## src/rtl/apb_mr_cmd_sequencer.sv

```systemverilog
// apb_mr_cmd_sequencer
// Mode-register command sequencer. It arbitrates the per-rank MRW/MRR request
// levels round-robin and issues one MR command at a time. It waits for tMRD
// after an MRW, or for read data after an MRR. It then returns a one-cycle,
// one-hot done pulse for the served rank and type.
// Optional feature: define MR_SEQ_TIMEOUT_EN to bound the MRR read-data wait
// to MRR_TIMEOUT cycles and enable the sticky mrr_err_o flag.
// All outputs are registered. An output changes one clock after the FSM
// decision that drives it.
module apb_mr_cmd_sequencer #(
  parameter int NB_RANK       = 8,
  parameter int MR_ADDR_WIDTH = 8,
  parameter int MR_DATA_WIDTH = 8,
  parameter int TMRD_CYC      = 4,
  parameter int MRR_TIMEOUT   = 64
) (
  input  logic                       pclk_i,
  input  logic                       prst_ni,
  input  logic [NB_RANK-1:0]         rank_mrw_i,
  input  logic [NB_RANK-1:0]         rank_mrr_i,
  input  logic [MR_ADDR_WIDTH-1:0]   mr_addr_i,
  input  logic [MR_DATA_WIDTH-1:0]   mr_wdata_i,
  output logic [NB_RANK-1:0]         mrw_done_status_o,
  output logic [NB_RANK-1:0]         mrr_done_status_o,
  output logic [MR_DATA_WIDTH-1:0]   mrr_rdata_o,
  output logic                       mrr_err_o,
  output logic                       busy_o,
  output logic                       cmd_valid_o,
  input  logic                       cmd_ready_i,
  output logic                       cmd_type_o,
  output logic [$clog2(NB_RANK)-1:0] cmd_rank_o,
  output logic [MR_ADDR_WIDTH-1:0]   cmd_addr_o,
  output logic [MR_DATA_WIDTH-1:0]   cmd_wdata_o,
  input  logic                       rd_valid_i,
  input  logic [MR_DATA_WIDTH-1:0]   rd_data_i
);

  localparam int RW   = $clog2(NB_RANK);
  localparam int CMAX = (TMRD_CYC > MRR_TIMEOUT) ? TMRD_CYC : MRR_TIMEOUT;
  localparam int CW   = $clog2(CMAX + 1);

  typedef enum logic [2:0] {
    S_IDLE     = 3'd0,
    S_ISSUE    = 3'd1,
    S_WAIT_MRD = 3'd2,
    S_WAIT_RD  = 3'd3,
    S_DONE     = 3'd4
  } state_e;

  state_e                   state_q, state_d;
  logic [RW-1:0]            last_q, last_d;
  logic [RW-1:0]            rank_q, rank_d;
  logic                     type_q, type_d;
  logic [MR_ADDR_WIDTH-1:0] addr_q, addr_d;
  logic [MR_DATA_WIDTH-1:0] wdata_q, wdata_d;
  logic [CW-1:0]            cnt_q, cnt_d;
  logic [MR_DATA_WIDTH-1:0] rbuf_q, rbuf_d;
  logic [MR_DATA_WIDTH-1:0] rdata_q, rdata_d;
  logic [NB_RANK-1:0]       srv_mrw_q, srv_mrw_d;
  logic [NB_RANK-1:0]       srv_mrr_q, srv_mrr_d;
  logic [NB_RANK-1:0]       mrw_done_q, mrw_done_d;
  logic [NB_RANK-1:0]       mrr_done_q, mrr_done_d;
  logic                     cmd_valid_q, cmd_valid_d;
  logic                     busy_q, busy_d;
`ifdef MR_SEQ_TIMEOUT_EN
  logic                     to_q, to_d;
  logic                     err_q, err_d;
`endif

  logic [NB_RANK-1:0]       pend_s;
  logic [NB_RANK-1:0]       onehot_s;
  logic                     grant_found_s;
  logic [RW-1:0]            grant_rank_s;
  logic                     grant_mrw_s;
  int                       idx_s;

  // A request is pending until its done pulse. It then stays blocked until the slave drops the level.
  assign pend_s   = (rank_mrw_i & ~srv_mrw_q) | (rank_mrr_i & ~srv_mrr_q);
  assign onehot_s = {{(NB_RANK-1){1'b0}}, 1'b1} << rank_q;

  // Round-robin search starting at the rank after the last grant, wrapping at NB_RANK.
  always_comb begin
    grant_found_s = 1'b0;
    grant_rank_s  = '0;
    idx_s         = 0;
    for (int i = 1; i <= NB_RANK; i++) begin
      idx_s = int'(last_q) + i;
      if (idx_s >= NB_RANK) begin
        idx_s = idx_s - NB_RANK;
      end else begin
        idx_s = idx_s;
      end
      if (!grant_found_s && pend_s[RW'(idx_s)]) begin
        grant_found_s = 1'b1;
        grant_rank_s  = RW'(idx_s);
      end else begin
        grant_found_s = grant_found_s;
      end
    end
  end

  // Within the granted rank an outstanding MRW is served before an MRR.
  assign grant_mrw_s = rank_mrw_i[grant_rank_s] & ~srv_mrw_q[grant_rank_s];

  // State and output registers; reset returns everything to idle with rank 0 first in line.
  always_ff @(posedge pclk_i or negedge prst_ni) begin
    if (!prst_ni) begin
      state_q     <= S_IDLE;
      last_q      <= RW'(NB_RANK - 1);
      rank_q      <= '0;
      type_q      <= 1'b0;
      addr_q      <= '0;
      wdata_q     <= '0;
      cnt_q       <= '0;
      rbuf_q      <= '0;
      rdata_q     <= '0;
      srv_mrw_q   <= '0;
      srv_mrr_q   <= '0;
      mrw_done_q  <= '0;
      mrr_done_q  <= '0;
      cmd_valid_q <= 1'b0;
      busy_q      <= 1'b0;
`ifdef MR_SEQ_TIMEOUT_EN
      to_q        <= 1'b0;
      err_q       <= 1'b0;
`endif
    end else begin
      state_q     <= state_d;
      last_q      <= last_d;
      rank_q      <= rank_d;
      type_q      <= type_d;
      addr_q      <= addr_d;
      wdata_q     <= wdata_d;
      cnt_q       <= cnt_d;
      rbuf_q      <= rbuf_d;
      rdata_q     <= rdata_d;
      srv_mrw_q   <= srv_mrw_d;
      srv_mrr_q   <= srv_mrr_d;
      mrw_done_q  <= mrw_done_d;
      mrr_done_q  <= mrr_done_d;
      cmd_valid_q <= cmd_valid_d;
      busy_q      <= busy_d;
`ifdef MR_SEQ_TIMEOUT_EN
      to_q        <= to_d;
      err_q       <= err_d;
`endif
    end
  end

  // Next-state and next-output logic of the command FSM.
  always_comb begin
    state_d     = state_q;
    last_d      = last_q;
    rank_d      = rank_q;
    type_d      = type_q;
    addr_d      = addr_q;
    wdata_d     = wdata_q;
    cnt_d       = cnt_q;
    rbuf_d      = rbuf_q;
    rdata_d     = rdata_q;
    srv_mrw_d   = srv_mrw_q & rank_mrw_i;
    srv_mrr_d   = srv_mrr_q & rank_mrr_i;
    mrw_done_d  = '0;
    mrr_done_d  = '0;
    cmd_valid_d = 1'b0;
`ifdef MR_SEQ_TIMEOUT_EN
    to_d        = to_q;
    err_d       = err_q;
`endif
    case (state_q)
      S_IDLE: begin
        if (grant_found_s) begin
          rank_d  = grant_rank_s;
          type_d  = ~grant_mrw_s;
          addr_d  = mr_addr_i;
          wdata_d = grant_mrw_s ? mr_wdata_i : '0;
          last_d  = grant_rank_s;
          state_d = S_ISSUE;
        end else begin
          state_d = S_IDLE;
        end
      end
      S_ISSUE: begin
        if (cmd_valid_q && cmd_ready_i) begin
          if (!type_q) begin
            cnt_d   = CW'(TMRD_CYC - 1);
            state_d = S_WAIT_MRD;
          end else begin
            cnt_d   = '0;
`ifdef MR_SEQ_TIMEOUT_EN
            to_d    = 1'b0;
            err_d   = 1'b0;
`endif
            state_d = S_WAIT_RD;
          end
        end else begin
          cmd_valid_d = 1'b1;
        end
      end
      S_WAIT_MRD: begin
        if (cnt_q == '0) begin
          state_d = S_DONE;
        end else begin
          cnt_d = cnt_q - CW'(1);
        end
      end
      S_WAIT_RD: begin
        // Data on the timeout edge wins: it is checked first.
        if (rd_valid_i) begin
          rbuf_d  = rd_data_i;
          state_d = S_DONE;
        end else begin
`ifdef MR_SEQ_TIMEOUT_EN
          // The done pulse lands MRR_TIMEOUT cycles after the handshake.
          if (cnt_q == CW'(MRR_TIMEOUT - 2)) begin
            to_d    = 1'b1;
            state_d = S_DONE;
          end else begin
            cnt_d = cnt_q + CW'(1);
          end
`else
          state_d = S_WAIT_RD;
`endif
        end
      end
      S_DONE: begin
        cnt_d   = '0;
        state_d = S_IDLE;
        if (!type_q) begin
          mrw_done_d = onehot_s;
          srv_mrw_d  = (srv_mrw_q | onehot_s) & rank_mrw_i;
        end else begin
          mrr_done_d = onehot_s;
          srv_mrr_d  = (srv_mrr_q | onehot_s) & rank_mrr_i;
`ifdef MR_SEQ_TIMEOUT_EN
          if (to_q) begin
            err_d = 1'b1;
          end else begin
            rdata_d = rbuf_q;
          end
`else
          rdata_d = rbuf_q;
`endif
        end
      end
      default: begin
        state_d = S_IDLE;
      end
    endcase
    busy_d = (state_d != S_IDLE);
  end

  assign mrw_done_status_o = mrw_done_q;
  assign mrr_done_status_o = mrr_done_q;
  assign mrr_rdata_o       = rdata_q;
  assign busy_o            = busy_q;
  assign cmd_valid_o       = cmd_valid_q;
  assign cmd_type_o        = type_q;
  assign cmd_rank_o        = rank_q;
  assign cmd_addr_o        = addr_q;
  assign cmd_wdata_o       = wdata_q;
`ifdef MR_SEQ_TIMEOUT_EN
  assign mrr_err_o         = err_q;
`else
  assign mrr_err_o         = 1'b0;
`endif

endmodule

```

## config.mk

```make
export PLATFORM = sky130hd
export DESIGN_NAME = apb_mr_cmd_sequencer
export DESIGN_NICKNAME = d
export VERILOG_FILES = /design/src/rtl/apb_mr_cmd_sequencer.sv
export SDC_FILE = /design/constraint.sdc
export NUM_CORES = 1
export LEC_CHECK = 0
export ABC_CLOCK_PERIOD_IN_PS = 3700
export CAP_MARGIN = 20
export CORE_ASPECT_RATIO = 0.7
export CORE_MARGIN = 3
export CORE_UTILIZATION = 30
export DETAILED_ROUTE_END_ITERATION = 12
export GPL_ROUTABILITY_DRIVEN = 0
export HOLD_SLACK_MARGIN = 0.08
export SLEW_MARGIN = 20
export SYNTH_ARGS = -nofsm -noshare
export SYNTH_HDL_FRONTEND = slang
export SYNTH_SLANG_ARGS = --single-unit
```

## constraint.sdc

```tcl
create_clock -name pclk_i -period 3.7 [get_ports pclk_i]
set_input_delay 0.74 -clock pclk_i [delete_from_list [all_inputs] [get_ports pclk_i]]
set_output_delay 0.74 -clock pclk_i [all_outputs]
set_load 0.03 [all_outputs]
```

==> out/results.ini, run 1 <==
[run_status]
status = finished, final reports clean

[synth]
synth_nets = 480
synth_cells = 432
synth-main-ff-cell = dfrtp_1
syn_area_per_cell_um2 = 10.1
async_flop_share_pct = 100
synth-warning-count = 0
syn_area_mm2 = 0.00437
synth_edf_count = 0
synth_seq_cells = 83
synth_cell_type_count = 53
ys_seq_area_share_pct = 47.6

[timing]
maxSlewViolCount = 0
rsz0062_at_grt = yes
relSlewSlack_pct = 58.7
fin_crit_sh_pct = 99.6
fin_crit_ps = 3690
max_freq_mhz = 271
skew_ps = 13.4
worst_slack_ps = 14.0
tightest_slew_ps = 616
finalHoldViolations = 0
fin_setup_tns_ps = 0
setup_viol = 0

[placed_design]
pre_cts_slack_ps = -559
dpl.hpwl_um = 9950
dp.cells = 760
placed_area_mm2 = 0.00593
port_buffers = 89

[die]
dieArea_mm2 = 0.0161
num_rows = 36
io-pin-count = 91
core-area_mm2 = 0.0141
start_util_pct = 31.0
die-width_um = 150
fp.dieH_um = 107

[routing]
ant_nets = 0
drt_pass1_iterations = 5
dr_total_vias = 4082
drt_drc_violations_left = 0
routedWlPerCell_um = 17.2
vias_per_cell = 5.15
totalWireLength_um = 13600
initialDrtViolationCount = 390

[clock_tree]
clk_pin_slew_ps = 70
clk_latency_ps = 340
ctsRootBufferMaster = clkbuf_16
htree_num_levels = 3
cts_buffer_depth = 2
cts_buffers = 9
clock_sinks = 83
hold_buffers = 0
cts_tree = built

[worst_setup_path]
cp_slowest_stage_delay_ps = 570
arrival_ps = 3900
path_cells = clkinv_4, ha_4, buf_6, nor4_4, nor4_4, buf_4, mux2_4, o211ai_1, a32oi_2, a221o_1, buf_4, o21a_1, o32a_1, mux2i_4, o22ai_1
cp_slowest_cell = dfstp_2
worst_setup_path_end_kind = flop
startpoint_type = flop
cp.required_ps = 3910
reg2reg_slack_ps = 10
crit_fanout = 6
worstSetupPathType = reg2reg

[layout]
final_util_pct = 46.8
fin_area_mm2 = 0.00660
final_cell_mix = dfrtp_1, buf_4, clkdlybuf4s50_1, nor2_1, nand2_1
final_common_cell = dfrtp_1
drive_above_1_share_pct = 28.7
fin_cells = 792
n_antenna_cell = 0
layout.nets = 645
area_growth_pct = 50.9

[job]
max-cap-violations = 0

[global_routing]
grt_antenna_before_repair = 0
grt_max_degree = 37
grt_pass1_vias = 3936
grt.total_usage_pct = 16.8
grt_first_pass_wirelength_um = 21000
gr-total-overflow = 0

[power]
peakVddDrop_uv = 451
power_density_mw_per_mm2 = 932
leakage_uw = 0.00292

[min_path]
hold_path_class = in2async

[cells in the mapped netlist (6+ instances only)]
cell      instances  share of area (%)
a21oi_1          14                1.6
inv_1            15                1.3
nand4_1           6               0.86
nand2b_1         19                2.7
clkbuf_1          9               0.77
dfrtp_1          80                 46
xor2_1            6                1.2
o21ai_0          13                1.5
nor3_1           12                1.4
and2_1            6               0.86
o21a_1           23                4.0
nor2_1           44                3.8
nand3_1          20                2.3
nor2b_1          11                1.6
nand2_1          38                3.3
mux2_2           29                7.5
o22ai_1           9                1.3
[layout make-up]
class                   count  area (um2)
fillers                  1309        7500
multi-input cells         319        2430
flip-flops and latches     83        2080
repair buffers            168        1470
clock buffers              11         243
well taps                 190         238
inverters                  16        67.6
clock inverters             5        60.1
[metrics by stage]
step / total power [uW] / hold WS [ps]
floorplan: 3430 / 444
global placement: 4570 / 464
detailed placement: 4650 / 471
CTS: 5800 / 362
global route: 6520 / 386
finish: 6150 / 361
[kinds of logic (layout without fill, tap and decap cells)]
logic type | Yosys count | count (layout) | share of synthesized area, %
AOI/OAI and AO/OA | 87 | 87 | 13.7
xor gates and xnor gates | 10 | 10 | 2.00
adders and majority gates | 4 | 4 | 1.15
buffers and inverters | 31 | 200 | 2.89
DFF | 83 | 83 | 47.6
muxes | 41 | 42 | 12.3
other | 1 | 1 | 0.0858
and+or+nand+nor | 175 | 175 | 20.3
[sequential cells by signal, indices dropped and copies added, names as in the netlist, 8 cells and up]
register,count
cmd_addr_o,8
srv_mrw_q,8
mrw_done_status_o,8
cmd_wdata_o,8
rbuf_q,8
srv_mrr_q,8
mrr_rdata_o,8
mrr_done_status_o,8
[worst max-delay path, delay by kind of cell (launching register included)]
family	cells	cell delay [ps]
fa+ha+maj	1	230
compound gates	6	1270
mux	2	580
flops	1	570
buf+inv	4	550
simple gates	2	340
[layer usage]
metal	GRT usage, %	share of wire (%)	up-vias
met2	24.6	43	191
met4	4.11	1.1	0
li1	-	-	1873
met1	23.4	45	2004
met3	6.63	11	14
met5	0	0	-
[worst paths after layout]
path                                               to                  start  cells past startpoint
max in group asynchronous       rbuf_q[2]$_DFFE_PN0P_                prst_ni                      2
hold reg to reg                 cmd_valid_o$_DFF_PN0_  cmd_valid_o$_DFF_PN0_                      1
min in group pclk_i             cmd_valid_o$_DFF_PN0_  cmd_valid_o$_DFF_PN0_                      1
setup / recovery           cmd_wdata_o[3]$_DFFE_PN0P_  last_q[0]$_DFFE_PN1P_                     15
setup reg to reg           cmd_wdata_o[3]$_DFFE_PN0P_  last_q[0]$_DFFE_PN1P_                     15
hold / removal                 srv_mrr_q[5]$_DFF_PN0_                prst_ni                      1
[where the power goes]
part	switching [uW]	leakage [uW]	total (uW)	internal (uW)
clock	374	0.000147	919	545
sequential	254	0.00108	1440	1180
combinational	1980	0.00170	3790	1810
[repair_timing]
item,4_1_cts,5_1_grt
buffers inserted,7,9
gates cloned,1,0
setup endpoints to repair,9,9
gates resized for setup,37,34
endpoints found under the hold margin,0,0
pin swaps,9,10
Note: power is estimated with default switching activity, not from simulation.
==> run 2, diff against run 1 <==
CELL_PAD_IN_SITES_DETAIL_PLACEMENT = 0   (was unset)
CELL_PAD_IN_SITES_GLOBAL_PLACEMENT = 1   (was unset)
DONT_BUFFER_PORTS = 1   (was unset)
PLACE_DENSITY_LB_ADDON = 0.1   (was unset)
==> run 2 against run 1 <==
Against the previous run: via count fell by 16%; critical path depth fell by 1; fmax rose by 3.0%; critical endpoint is now cmd_type_o$_DFFE_PN0P_; highest routed layer unchanged.
==> out/results.ini, run 2 (synthesis gave the netlist of run 1 again) <==
[placed_design]
dpl.hpwl_um = 9580  ; was 9950 um
dp.cells = 642  ; was 760
placed_area_mm2 = 0.00484  ; was 0.00593 mm2
pre_cts_slack_ps = -140  ; was -559 ps
port_buffers = 0  ; was 89

[worst_setup_path]
cp-startpoint = last_q[0]$_DFFE_PN1P_  ; unchanged
worst_setup_path_end_kind = flop  ; unchanged
cp.required_ps = 3910  ; about the same
path_cells = inv_4, ha_4, nor4_4, nor4_4, mux2_4, nor3_4, a41o_1, a221o_2, buf_6, nor2_1, o32a_1, mux2i_4, buf_12, mux2_1  ; was clkinv_4, ha_4, buf_6, nor4_4, nor4_4, buf_4, mux2_4, o211ai_1, a32oi_2, a221o_1, buf_4, o21a_1, o32a_1, mux2i_4, o22ai_1
crit_end = cmd_type_o$_DFFE_PN0P_  ; was cmd_wdata_o[3]$_DFFE_PN0P_
r2r_cells = 14  ; was 15
crit_fanout = 9  ; was 6
cp_slowest_cell = dfstp_2  ; unchanged
r2r_end = cmd_type_o$_DFFE_PN0P_  ; was cmd_wdata_o[3]$_DFFE_PN0P_
cp_slowest_stage_delay_ps = 580  ; was 570 ps
startpoint_type = flop  ; unchanged
arrival_ps = 3790  ; was 3900 ps
crit_top_cell = nor4_4
worstSetupPathType = reg2reg  ; unchanged
reg2reg_slack_ps = 120  ; was 10 ps
r2r-start = last_q[0]$_DFFE_PN1P_  ; unchanged

[clock_tree]
cts_buffers = 9  ; unchanged
cts_tree = built  ; unchanged
cts_buffer_depth = 2  ; unchanged
clk_pin_slew_ps = 70  ; about the same
ctsRootBufferMaster = clkbuf_16  ; unchanged
clk_latency_ps = 340  ; about the same
clock_sinks = 83  ; unchanged
htree_num_levels = 3  ; unchanged

[timing]
fin_crit_sh_pct = 96.7  ; was 99.6%
skew_ps = 9.45  ; was 13.4 ps
relSlewSlack_pct = 50.0  ; was 58.7%
fin_crit_ps = 3580  ; was 3690 ps
tightest_slew_ps = 744  ; was 616 ps
finalHoldViolations = 0  ; unchanged
max_freq_mhz = 279  ; was 271 MHz
timing.hold.ws_ps = 104  ; was 361 ps
setup_viol = 0  ; unchanged
maxSlewViolCount = 0  ; unchanged
worst_slack_ps = 121  ; was 14.0 ps

[power]
p_comb_share_pct = 49.9  ; was 61.7%
p_sw_uw = 2420  ; was 2610 uW
power_density_mw_per_mm2 = 1040  ; was 932 mW/mm2
switching_share_pct = 42.9  ; was 42.5%
peakVddDrop_uv = 427  ; was 451 uV
p_int_uw = 3230  ; was 3540 uW
seqPwrFrac_pct = 31.2  ; was 23.4%
leakage_uw = 0.00238  ; was 0.00292 uW
clockPowerShare_pct = 18.9  ; was 14.9%

[global_routing]
grt_max_degree = 80  ; was 37
gr-total-overflow = 0  ; unchanged
grt_first_pass_wirelength_um = 20300  ; was 21,000 um
grt_antenna_before_repair = 0  ; unchanged
grt_pass1_vias = 3568  ; was 3,936
grt.total_usage_pct = 16.4  ; was 16.8%

[routing]
route.met2.wl_um = 5360  ; was 5850 um
drt_drc_violations_left = 0  ; unchanged
wl_met3_um = 1180  ; was 1540 um
top_layer = met4  ; unchanged
drt_pass1_iterations = 4  ; was 5
ant_nets = 0  ; unchanged
initialDrtViolationCount = 214  ; was 390
totalWireLength_um = 13100  ; was 13,600 um
dr_total_vias = 3426  ; was 4,082
vias_per_cell = 5.13  ; was 5.15
m1WireLength_um = 6490  ; was 6110 um
routedWlPerCell_um = 19.6  ; was 17.2 um

[layout]
layout.nets = 521  ; was 645
area_growth_pct = 23.9  ; was 50.9%
final_common_cell = dfrtp_1  ; unchanged
fillers = 1395  ; was 1,309
fin_cells = 668  ; was 792
drive_above_1_share_pct = 24.5  ; was 28.7%
final_cell_mix = dfrtp_1, nor2_1, nand2_1, buf_4, mux2_2  ; was dfrtp_1, buf_4, clkdlybuf4s50_1, nor2_1, nand2_1
fin_area_mm2 = 0.00541  ; was 0.00660 mm2
n_antenna_cell = 0  ; unchanged

[die]
io-pin-count = 91  ; unchanged
core-area_mm2 = 0.0141  ; unchanged
fp.dieH_um = 107  ; unchanged
dieArea_mm2 = 0.0161  ; unchanged
num_rows = 36  ; unchanged
start_util_pct = 31.0  ; unchanged
die-width_um = 150  ; unchanged

[min_path]
hold_path_class = in2async  ; unchanged

[job]
max-cap-violations = 0  ; unchanged

[run_status]
status = finished, final reports clean  ; unchanged

[run 2: worst min path at each step]
stage,start,endpoint,cells past startpoint
6_report,prst_ni,cmd_addr_o[2]$_DFFE_PN0P_,0
5_1_grt,prst_ni,cmd_type_o$_DFFE_PN0P_,0
4_1_cts,prst_ni,rbuf_q[7]$_DFFE_PN0P_,0
3_5_place_dp,prst_ni,srv_mrw_q[5]$_DFF_PN0_,0
3_3_place_gp,prst_ni,mrw_done_status_o[5]$_DFF_PN0_,0
2_1_floorplan,prst_ni,busy_o$_DFF_PN0_,0
[run 2: power by group through the flow]
stage	Sequential (uW)	Clock (uW)	Combinational, uW
after floorplan	1640	0	1790
after global placement	1780	0	2450
after detailed placement	1780	0	2460
after CTS	1770	1110	2630
after global routing	1810	1150	3090
final	1760	1070	2820
[run 2: routing by layer]
metal,up-vias,global-route usage (%)
met2,116,23.6
met1,1681,23.9
li1,1625,-
met3,4,5.91
met4,0,3.00
met5,-,0
[run 2: what timing repair did]
| action | 4_1_cts | 5_1_grt |
|---|---|---|
| setup endpoints to repair | 9 | 9 |
| hold buffers | 1 | 3 |
| pin swaps | 1 | 4 |
| buffers inserted | 1 | 5 |
| resized for setup | 5 | 16 |
| endpoints found under the hold margin | 5 | 25 |
[run 2: worst max-delay path: cells and delay by family (launching register included)]
family	cells	cell delay (ps)
AOI/OAI and AO/OA	3	860
and+or+nand+nor	4	650
muxes	3	640
DFF	1	580
adders and majority gates	1	370
buffers and inverters	3	360
[run 2: area by class of cell]
| cell class | count | area, um2 | area share, % |
|---|---|---|---|
| multi-input cells | 318 | 2270 | 42.0 |
| flip-flops and latches | 83 | 2080 | 38.5 |
| well taps | 190 | 238 | 4.39 |
| inverters | 16 | 62.6 | 1.16 |
| clock inverters | 7 | 128 | 2.36 |
| clock buffers | 9 | 225 | 4.16 |
| repair buffers | 45 | 404 | 7.47 |
[run 2: metrics by stage]
step | util, % | power, uW | setup TNS, ps
after global routing | 38.4 | 6050 | -2.03
after floorplan | - | 3430 | 0
after detailed placement | 34.4 | 4240 | -1140
final | 38.4 | 5650 | 0
after global placement | 34.3 | 4230 | -3320
after CTS | 37.3 | 5500 | 0
